--- config.mk ---
export PLATFORM = sky130hd
export DESIGN_NAME = cpu_axi_arbiter_flat
export DESIGN_NICKNAME = d
export VERILOG_FILES = /design/src/rtl/cpu_axi_arbiter_if.sv /design/src/rtl/cpu_axi_arbiter.sv /design/src/flat_wrapper.sv
export SDC_FILE = /design/constraint.sdc
export NUM_CORES = 1
export LEC_CHECK = 0
export BUFFER_PORTS_ARGS = -buffer_cell sky130_fd_sc_hd__buf_4
export CORE_MARGIN = 4
export CORE_UTILIZATION = 45
export CTS_CLUSTER_DIAMETER = 80
export DETAILED_ROUTE_END_ITERATION = 16
export PLACE_DENSITY = 0.83
export SYNTH_ARGS = -nofsm -noshare
export SYNTH_HDL_FRONTEND = slang
export SYNTH_SLANG_ARGS = --single-unit
--- constraint.sdc ---
create_clock -name clk -period 2.65 [get_ports clk]
set_clock_uncertainty 0.1 [all_clocks]
set_input_delay 0.265 -clock clk [delete_from_list [all_inputs] [get_ports clk]]
set_output_delay 0.265 -clock clk [all_outputs]
set_load 0.02 [all_outputs]
--- src/rtl/cpu_axi_arbiter_if.sv ---
// Core-side SRAM-like fetch/data ports plus the single AXI master port of the arbiter.
// The master modport is the arbiter's view; slave is the core/crossbar side.
`timescale 1ns/1ps
interface cpu_axi_arbiter_if;
  logic        inst_en;
  logic [31:0] inst_addr;
  logic [31:0] inst_rdata;
  logic        inst_stall;
  logic        data_en;
  logic [31:0] data_addr;
  logic [3:0]  data_wen;
  logic [31:0] data_wdata;
  logic [31:0] data_rdata;
  logic        data_stall;
  logic        longest_stall;
  logic [31:0] araddr;
  logic [2:0]  arsize;
  logic        arvalid;
  logic        arready;
  logic [31:0] rdata;
  logic        rvalid;
  logic        rready;
  logic [31:0] awaddr;
  logic [2:0]  awsize;
  logic        awvalid;
  logic        awready;
  logic [31:0] wdata;
  logic [3:0]  wstrb;
  logic        wvalid;
  logic        wready;
  logic        bvalid;
  logic        bready;

  modport master (
    input  inst_en, inst_addr, data_en, data_addr, data_wen, data_wdata, longest_stall,
    input  arready, rdata, rvalid, awready, wready, bvalid,
    output inst_rdata, inst_stall, data_rdata, data_stall,
    output araddr, arsize, arvalid, rready, awaddr, awsize, awvalid, wdata, wstrb, wvalid, bready
  );

  modport slave (
    output inst_en, inst_addr, data_en, data_addr, data_wen, data_wdata, longest_stall,
    output arready, rdata, rvalid, awready, wready, bvalid,
    input  inst_rdata, inst_stall, data_rdata, data_stall,
    input  araddr, arsize, arvalid, rready, awaddr, awsize, awvalid, wdata, wstrb, wvalid, bready
  );
endinterface

--- src/rtl/cpu_axi_arbiter.sv ---
// Serialises core fetch and data requests onto one AXI port, one transaction outstanding;
// read latency 3 cycles minimum, stalls held until completion, results held until longest_stall drops.
`timescale 1ns/1ps
module cpu_axi_arbiter #(
  parameter bit DATA_FIRST = 1'b1
) (
  input logic               clk,
  input logic               rst,
  cpu_axi_arbiter_if.master bus
);
  typedef enum logic [2:0] {IDLE, RD_A, RD_D, WR, WR_B} state_t;

  state_t      state_q;
  logic        gnt_data_q;
  logic        inst_done_q, data_done_q;
  logic [31:0] inst_rdata_q, data_rdata_q;
  logic [31:0] araddr_q, awaddr_q, wdata_q;
  logic [2:0]  arsize_q, awsize_q;
  logic [3:0]  wstrb_q;
  logic        arvalid_q, rready_q, awvalid_q, wvalid_q, bready_q;

  logic        inst_req, data_req, pick_data;
  logic [2:0]  awsize_d;
  logic [1:0]  awoff_d;

  assign inst_req  = bus.inst_en & ~inst_done_q;
  assign data_req  = bus.data_en & ~data_done_q;
  assign pick_data = data_req & (DATA_FIRST | ~inst_req);

  // Narrow stores get the smallest AXI size covering the lanes; odd patterns fall back to a full word.
  always_comb begin
    awsize_d = 3'd2;
    awoff_d  = 2'b00;
    case (bus.data_wen)
      4'b0011: begin awsize_d = 3'd1; awoff_d = 2'b00; end
      4'b1100: begin awsize_d = 3'd1; awoff_d = 2'b10; end
      4'b0001: begin awsize_d = 3'd0; awoff_d = 2'b00; end
      4'b0010: begin awsize_d = 3'd0; awoff_d = 2'b01; end
      4'b0100: begin awsize_d = 3'd0; awoff_d = 2'b10; end
      4'b1000: begin awsize_d = 3'd0; awoff_d = 2'b11; end
      default: begin awsize_d = 3'd2; awoff_d = 2'b00; end
    endcase
  end

  always_ff @(posedge clk or negedge rst) begin
    if (!rst) begin
      state_q      <= IDLE;
      gnt_data_q   <= 1'b0;
      inst_done_q  <= 1'b0;
      data_done_q  <= 1'b0;
      inst_rdata_q <= '0;
      data_rdata_q <= '0;
      araddr_q     <= '0;
      awaddr_q     <= '0;
      wdata_q      <= '0;
      arsize_q     <= '0;
      awsize_q     <= '0;
      wstrb_q      <= '0;
      arvalid_q    <= 1'b0;
      rready_q     <= 1'b0;
      awvalid_q    <= 1'b0;
      wvalid_q     <= 1'b0;
      bready_q     <= 1'b0;
    end else begin
      // Completion below is assigned later, so a set on the same edge wins over this clear.
      if (!bus.longest_stall) begin
        inst_done_q <= 1'b0;
        data_done_q <= 1'b0;
      end
      case (state_q)
        IDLE: begin
          if (pick_data) begin
            gnt_data_q <= 1'b1;
            if (|bus.data_wen) begin
              awaddr_q  <= (bus.data_addr & 32'hFFFF_FFFC) | {30'd0, awoff_d};
              awsize_q  <= awsize_d;
              wstrb_q   <= bus.data_wen;
              wdata_q   <= bus.data_wdata;
              awvalid_q <= 1'b1;
              wvalid_q  <= 1'b1;
              state_q   <= WR;
            end else begin
              araddr_q  <= bus.data_addr & 32'hFFFF_FFFC;
              arsize_q  <= 3'd2;
              arvalid_q <= 1'b1;
              state_q   <= RD_A;
            end
          end else if (inst_req) begin
            gnt_data_q <= 1'b0;
            araddr_q   <= bus.inst_addr & 32'hFFFF_FFFC;
            arsize_q   <= 3'd2;
            arvalid_q  <= 1'b1;
            state_q    <= RD_A;
          end
        end
        RD_A: begin
          if (bus.arready) begin
            arvalid_q <= 1'b0;
            rready_q  <= 1'b1;
            state_q   <= RD_D;
          end
        end
        RD_D: begin
          if (bus.rvalid) begin
            rready_q <= 1'b0;
            state_q  <= IDLE;
            // A requester that withdrew its enable has its result dropped.
            if (gnt_data_q) begin
              if (bus.data_en) begin
                data_rdata_q <= bus.rdata;
                data_done_q  <= 1'b1;
              end
            end else if (bus.inst_en) begin
              inst_rdata_q <= bus.rdata;
              inst_done_q  <= 1'b1;
            end
          end
        end
        WR: begin
          if (awvalid_q && bus.awready) awvalid_q <= 1'b0;
          if (wvalid_q && bus.wready)   wvalid_q  <= 1'b0;
          if ((!awvalid_q || bus.awready) && (!wvalid_q || bus.wready)) begin
            bready_q <= 1'b1;
            state_q  <= WR_B;
          end
        end
        WR_B: begin
          if (bus.bvalid) begin
            bready_q <= 1'b0;
            state_q  <= IDLE;
            if (bus.data_en) data_done_q <= 1'b1;
          end
        end
        default: state_q <= IDLE;
      endcase
    end
  end

  assign bus.inst_stall = inst_req;
  assign bus.data_stall = data_req;
  assign bus.inst_rdata = inst_rdata_q;
  assign bus.data_rdata = data_rdata_q;
  assign bus.araddr     = araddr_q;
  assign bus.arsize     = arsize_q;
  assign bus.arvalid    = arvalid_q;
  assign bus.rready     = rready_q;
  assign bus.awaddr     = awaddr_q;
  assign bus.awsize     = awsize_q;
  assign bus.awvalid    = awvalid_q;
  assign bus.wdata      = wdata_q;
  assign bus.wstrb      = wstrb_q;
  assign bus.wvalid     = wvalid_q;
  assign bus.bready     = bready_q;
endmodule

--- src/flat_wrapper.sv ---
// flat-port wrapper written by rule: the top's interface ports become plain ports
module cpu_axi_arbiter_flat 
#(
  parameter bit DATA_FIRST = 1'b1
)
  (clk, rst, bus_inst_en, bus_inst_addr, bus_data_en, bus_data_addr, bus_data_wen, bus_data_wdata, bus_longest_stall, bus_arready, bus_rdata, bus_rvalid, bus_awready, bus_wready, bus_bvalid, bus_inst_rdata, bus_inst_stall, bus_data_rdata, bus_data_stall, bus_araddr, bus_arsize, bus_arvalid, bus_rready, bus_awaddr, bus_awsize, bus_awvalid, bus_wdata, bus_wstrb, bus_wvalid, bus_bready);
  cpu_axi_arbiter_if bus_i ();
  input logic clk;
  input logic rst;
  input wire logic [$bits(bus_i.inst_en)-1:0] bus_inst_en;
  input wire logic [$bits(bus_i.inst_addr)-1:0] bus_inst_addr;
  input wire logic [$bits(bus_i.data_en)-1:0] bus_data_en;
  input wire logic [$bits(bus_i.data_addr)-1:0] bus_data_addr;
  input wire logic [$bits(bus_i.data_wen)-1:0] bus_data_wen;
  input wire logic [$bits(bus_i.data_wdata)-1:0] bus_data_wdata;
  input wire logic [$bits(bus_i.longest_stall)-1:0] bus_longest_stall;
  input wire logic [$bits(bus_i.arready)-1:0] bus_arready;
  input wire logic [$bits(bus_i.rdata)-1:0] bus_rdata;
  input wire logic [$bits(bus_i.rvalid)-1:0] bus_rvalid;
  input wire logic [$bits(bus_i.awready)-1:0] bus_awready;
  input wire logic [$bits(bus_i.wready)-1:0] bus_wready;
  input wire logic [$bits(bus_i.bvalid)-1:0] bus_bvalid;
  output wire logic [$bits(bus_i.inst_rdata)-1:0] bus_inst_rdata;
  output wire logic [$bits(bus_i.inst_stall)-1:0] bus_inst_stall;
  output wire logic [$bits(bus_i.data_rdata)-1:0] bus_data_rdata;
  output wire logic [$bits(bus_i.data_stall)-1:0] bus_data_stall;
  output wire logic [$bits(bus_i.araddr)-1:0] bus_araddr;
  output wire logic [$bits(bus_i.arsize)-1:0] bus_arsize;
  output wire logic [$bits(bus_i.arvalid)-1:0] bus_arvalid;
  output wire logic [$bits(bus_i.rready)-1:0] bus_rready;
  output wire logic [$bits(bus_i.awaddr)-1:0] bus_awaddr;
  output wire logic [$bits(bus_i.awsize)-1:0] bus_awsize;
  output wire logic [$bits(bus_i.awvalid)-1:0] bus_awvalid;
  output wire logic [$bits(bus_i.wdata)-1:0] bus_wdata;
  output wire logic [$bits(bus_i.wstrb)-1:0] bus_wstrb;
  output wire logic [$bits(bus_i.wvalid)-1:0] bus_wvalid;
  output wire logic [$bits(bus_i.bready)-1:0] bus_bready;
  assign bus_i.inst_en = bus_inst_en;
  assign bus_i.inst_addr = bus_inst_addr;
  assign bus_i.data_en = bus_data_en;
  assign bus_i.data_addr = bus_data_addr;
  assign bus_i.data_wen = bus_data_wen;
  assign bus_i.data_wdata = bus_data_wdata;
  assign bus_i.longest_stall = bus_longest_stall;
  assign bus_i.arready = bus_arready;
  assign bus_i.rdata = bus_rdata;
  assign bus_i.rvalid = bus_rvalid;
  assign bus_i.awready = bus_awready;
  assign bus_i.wready = bus_wready;
  assign bus_i.bvalid = bus_bvalid;
  assign bus_inst_rdata = bus_i.inst_rdata;
  assign bus_inst_stall = bus_i.inst_stall;
  assign bus_data_rdata = bus_i.data_rdata;
  assign bus_data_stall = bus_i.data_stall;
  assign bus_araddr = bus_i.araddr;
  assign bus_arsize = bus_i.arsize;
  assign bus_arvalid = bus_i.arvalid;
  assign bus_rready = bus_i.rready;
  assign bus_awaddr = bus_i.awaddr;
  assign bus_awsize = bus_i.awsize;
  assign bus_awvalid = bus_i.awvalid;
  assign bus_wdata = bus_i.wdata;
  assign bus_wstrb = bus_i.wstrb;
  assign bus_wvalid = bus_i.wvalid;
  assign bus_bready = bus_i.bready;
  cpu_axi_arbiter #(.DATA_FIRST(DATA_FIRST)) u_core (.clk(clk), .rst(rst), .bus(bus_i));
endmodule
# Yosys cells after proc, flatten, opt, wreduce, memory -nomap -nowiden
# Index checks and enable logic that the tools add are counted.
word_totals:
  reg_bits: 181
  latch_bits: 0
  ram_bits: 0
  mem_bits_ro: 0
  out_inout_bits: 177
  memories: 0
op_classes:
  add_sub_neg: 0
  multipliers: 0
  div: 0
  magnitude_cmp: 0
  n_eq_ne: 21
  shift: 0
  mux: 46
  bitwise_logic: 6
  n_reduce_logical: 28
op_table:
  columns: ["op", "count"]
  rows:
  - ["$mux W32", 3]
  - ["$or A32 B2 Y32", 1]
  - ["$mux W3", 9]
  - ["$mux W1", 24]
  - ["$reduce_and A4 Y1", 5]
  - ["$pmux W3 S5", 1]
  - ["$pmux W1 S2", 6]
  - ["$reduce_and A3 Y1", 4]
  - ["$ne A2 B2 Y1 const B", 5]
  - ["$reduce_bool A2 Y1", 5]
  - ["$eq A4 B2 Y1 const B", 2]
  - ["$eq A4 B4 Y1 const B", 2]
  - ["$ne A2 B1 Y1 const B", 4]
  - ["$reduce_or A4 Y1", 2]
  - ["$eq A3 B2 Y1 const B", 2]
  - ["$ne A3 B3 Y1 const B", 2]
  - ["$pmux W2 S3", 1]
  - ["$reduce_and A5 Y1", 1]
  - ["$eq A4 B1 Y1 const B", 1]
  - ["$eq A4 B3 Y1 const B", 1]
  - ["$pmux W2 S2", 1]
  - ["$reduce_or A2 Y1", 2]
  - ["$eq A3 B1 Y1 const B", 1]
  - ["$eq A3 B3 Y1 const B", 1]
  - ["other kinds (8)", 15]

# Logic depth before layout (Yosys ltp)
depth:
  ltp_word: 5
  mapped_depth: 7
  mapped_depth_nobuf: 4

# Worst setup path before layout
# Ideal clock, no wire load.
synth_timing:
  path_type: "register to register"
  start: "register u_core.state_q[1]"
  end: "register u_core.awaddr_q[10] (netlist: u_core.bus.awaddr[10])"
  arrival_ns: 1.877
  required_ns: 2.425
  slack_ns: 0.548
  stages_incl_launch_ff: 8
  path_buffers: 4
  path_cell_list: "dfrtp_1 -> buf_6 -> or3_4 -> buf_6 -> or3_1 -> buf_6 -> buf_6 -> mux2_4"
synth_between:
  elab_chain_len: 2
synth_lines:
  columns: ["element", "line_no", "rtl"]
  rows:
  - ["from (decl)", "cpu_axi_arbiter.sv:13", "state_t state_q;"]
  - ["from (signal assigned)", "cpu_axi_arbiter.sv:47", "state_q <= IDLE;"]
  - ["from (signal assigned)", "cpu_axi_arbiter.sv:81", "state_q <= WR;"]
  - ["from (signal assigned)", "cpu_axi_arbiter.sv:86", "state_q <= RD_A;"]
  - ["$logic_not A3 Y1", "cpu_axi_arbiter.sv:70", "case (state_q)"]
  - ["$reduce_and A3 Y1 (no line)", null, null]
  - ["to (signal assigned)", "cpu_axi_arbiter.sv:75", "awaddr_q <= (bus.data_addr & 32'hFFFF_FFFC) | {30'd0, awoff_d};"]
  - ["to (decl)", "cpu_axi_arbiter.sv:17", "logic [31:0] araddr_q, awaddr_q, wdata_q;"]
# No other way between the ends.
# A chain may end at the register's enable or synchronous reset.

# Worst setup path after layout
layout_timing:
  start: "register u_core.state_q[1]"
  end: "register u_core.wdata_q[23] (netlist: u_core.bus.wdata[23])"
layout_between:
  elab_chain_len: 2
layout_lines:
  columns: ["element", "line_no", "rtl"]
  rows:
  - ["$logic_not A3 Y1", "cpu_axi_arbiter.sv:70", null]
  - ["$reduce_and A3 Y1 (no line)", null, null]
  - ["to (signal assigned)", "cpu_axi_arbiter.sv:78", "wdata_q <= bus.data_wdata;"]
  - ["to (decl)", "cpu_axi_arbiter.sv:17", null]
# No other way between the ends.

==> flow_summary_export.csv <==
group,metric,value,unit
finish,multi_input_area,2879,µm²
finish,drive_gt1_frac,0.5210,
floorplan,initial_core_util,0.4572,
sta,tightest_slew,0.6791,ns
hold_path,whs_path_depth,2,
sta,period_minus_slack,2.299,ns
finish,ff_latch_area,4404,µm²
setup_path,crit_path_end_kind,"register",
yosys,synth-main-ff-cell,"dfrtp_1",
yosys,ys_types,41,
yosys,yosysSeqAreaShare,0.5830,
global_routing,grt_max_degree,60,
sta,rsz0062_at_grt,"no",
setup_path,path_buf_inv,2,
setup_path,cp-start-kind,"register",
placement,portBuffers,309,
global_routing,grt_pass1_vias,6545,
hold_path,hold_path_end,"u_core.bus.wstrb[2]$_DFFE_PN0P_",
flow_run,drv_cap,0,
yosys,synth_simple_gate_area_frac,0.06194,
yosys,synth_xor_area_frac,0,
setup_path,crit_path_max_incr_delay,0.48,ns
floorplan,die_x,137.6,µm
yosys,ys_seq_elements,176,
finish,final.fill_count,1089,
drt,ant_nets,0,
placement,dp_hpwl,15.53,mm
sta,final_hold_viol_count,0,
drt,wl_per_cell,20.02,µm
floorplan,fp.dieH,137.6,µm
setup_path,critical_path_class,"register to register",
finish,stdcell_area,11690,µm²
power_and_ir_drop,p_per_area,1263,nW/µm²
clock_network,cts_resized,0,
finish,n_antenna_cell,0,
clock_network,clkTransAtPathRegs,0.07,ns
sta,clock.fmax,435.0,MHz
sta,post-route-period-util,0.8674,
floorplan,die_area,18930,µm²
drt,via_per_inst,5.297,
global_routing,antenna_found_initial,0,
yosys,synth_compound_area_frac,0.1077,
run_status,status,"completed",
global_routing,overflow,0,
hold_path,hp-class,"input pin to register",
yosys,synth_top_family_by_area,"multiplexers",
setup_path,crit_chain,"or3_4, buf_4, nor3_4, buf_4, mux2_2",
sta,slew-limit-headroom,0.5473,
drt,wl,23.51,mm
clock_network,clock_sinks,176,
placement,dpl-instance-area,10090,µm²
setup_path,cp_common_cell,"buf_4",
yosys,synth_fa_ha_area_frac,0,
yosys,syn_area,7555,µm²
clock_network,cts_max_level,4,
finish,fin_nets,1083,
setup_path,crit_start,"u_core.state_q[1]$_DFFE_PN0P_",
clock_network,clockRootBuffer,"clkbuf_16",
floorplan,row_count,47,
yosys,synthCells,547,
drt,firstDrtPassIters,4,
yosys,yosysWarnings,0,
sta,setup_viol,0,
clock_network,numCtsBuffers,17,
drt,dr_total_vias,6219,
clock_network,cts_buffer_depth,2,
setup_path,critPathSlowestCell,"dfrtp_1",
finish,area_growth,54.70,%
setup_path,critical_path_arrival,2.49,ns
sta,drv_slew,0,
setup_path,r2r_slack,0.35,ns
setup_path,required,2.84,ns
setup_path,reg2reg_to,"u_core.bus.wdata[23]$_DFFE_PN0P_",
placement,gp_congestion,0.7701,
power_and_ir_drop,leakage,5.552,nW
yosys,avgSynthCellArea,13.81,µm²
clock_network,clock_latency,0.41,ns
power_and_ir_drop,ir_drop,0.0007588,V
setup_path,rr_startpoint,"u_core.state_q[1]$_DFFE_PN0P_",
yosys,muxShareOfSynthArea,0.2067,
drt,drt_iter0_markers,389,
hold_path,min_from,"bus_data_wen[2]",
setup_path,cp_max_fo,35,
sta,setup-tns-final,0,ns
global_routing,grt_use_total,0.2441,
global_routing,grt_pass1_wl,35.58,mm
setup_path,cp_top_family,"buffers and inverters",
yosys,async_flop_share,1.000,
yosys,synth_edf_count,0,
floorplan,core,16520,µm²
floorplan,ios,319,
setup_path,worst_r2r_path_depth,5,
drt,drc,0,
clock_network,tritoncts,"built",
-- synth_stat cells (all sizes together) (2+ instances only) --
cell | number | share of area
nor3 | 4 | 0.0033
or3 | 3 | 0.0031
nand3b | 2 | 0.0020
buf | 17 | 0.019
a22oi | 30 | 0.030
nand2b | 2 | 0.0017
nor4 | 2 | 0.0017
mux2 | 130 | 0.21
a31oi | 32 | 0.026
nor2b | 3 | 0.0025
o31ai | 2 | 0.0020
dfrtp | 176 | 0.58
o21ai | 4 | 0.0026
and3b | 30 | 0.035
nand2 | 9 | 0.0045
a22o | 3 | 0.0035
or2 | 2 | 0.0017
a211oi | 31 | 0.031
and3 | 2 | 0.0017
a21oi | 2 | 0.0013
a221o | 2 | 0.0026
inv | 6 | 0.0030
nor2 | 4 | 0.0020
clkbuf | 36 | 0.018
o22ai | 2 | 0.0017
-- placed cells by master, fill, tap and decap left out, types with 4 or more instances in the layout --
cell type      count
nor2_1             4
clkbuf_16         17
a22oi_1           30
a211oi_1          31
dlygate4sd3_1     97
conb_1             5
a31oi_1           32
buf_4            322
and3b_1           30
dfrtp_1          176
o21ai_0            4
inv_1              6
buf_12             4
inv_6              5
mux2_2           104
nand2_1            9
mux2_4            26
-- kinds of logic (layout without fill, tap and decap cells) --
kind of cell | Yosys count | in the layout
buffers and inverters | 60 | 463
other | 1 | 5
AO/OA/AOI/OAI | 114 | 114
AND/OR/NAND/NOR | 66 | 66
flip-flops | 176 | 176
multiplexers | 130 | 130
-- worst max path at each step --
| stage | depth (start not counted) | slack (ns) | to |
|---|---|---|---|
| after global routing | 5 | 0.27 | u_core.bus.wdata[23]$_DFFE_PN0P_ |
| after floorplan | 7 | 0.55 | u_core.bus.awaddr[10]$_DFFE_PN0P_ |
| after global placement | 5 | 0.40 | u_core.bus.wdata[15]$_DFFE_PN0P_ |
| final | 5 | 0.35 | u_core.bus.wdata[23]$_DFFE_PN0P_ |
| after detailed placement | 5 | 0.37 | u_core.bus.wdata[16]$_DFFE_PN0P_ |
| after CTS | 5 | 0.35 | u_core.bus.wdata[12]$_DFFE_PN0P_ |
-- final cells by class --
cell class / count / share of cell area
clock inverter: 15 / 0.01691
tap: 220 / 0.02355
multi-input combinational: 315 / 0.2463
timing repair buffer: 424 / 0.2977
inverter: 7 / 0.002248
sequential: 176 / 0.3768
clock buffer: 17 / 0.03640
-- power breakdown --
part / internal, W / switching, W
Sequential: 0.00403 / 0.000813
Clock: 0.00152 / 0.00114
Combinational: 0.00350 / 0.00376
Total: 0.00905 / 0.00571
-- sequential cells by signal (all words and copies together), names as in the netlist, 2 cells and up --
signal and cells:
u_core.bus.data_rdata 32, u_core.bus.awaddr 32, u_core.bus.araddr 30, u_core.bus.inst_rdata 32
u_core.bus.wdata 32, u_core.state_q 3, u_core.bus.awsize 2, u_core.bus.wstrb 4
-- timing repair --
| action | CTS | global route |
|---|---|---|
| hold endpoints to repair | 185 | 0 |
| hold buffers | 97 | 0 |
| setup endpoints to repair | 0 | 0 |
| setup buffers | 0 | 0 |
-- stage by stage --
step	hold WS, ns	utilization	cells	setup WS (ns)	power (W)
2_1_floorplan	-0.1306	-	551	0.5481	0.008885
3_3_place_gp	0.1863	0.6108	1045	0.3991	0.01173
3_5_place_dp	0.1862	0.6108	1045	0.3722	0.01196
4_1_cts	0.003723	0.7073	1174	0.3479	0.01478
5_1_grt	0.01084	0.7073	1174	0.2664	0.01552
6_report	0.02598	0.7073	1174	0.3513	0.01476
-- layer usage --
layer,up-vias,share of wire,global-route usage
met5,-,0,0
met4,0,0.034,0.09701
met3,54,0.094,0.08254
met2,318,0.51,0.4135
met1,3021,0.36,0.2850
li1,2826,-,-
No activity file was read; power rests on OpenSTA's default activity.
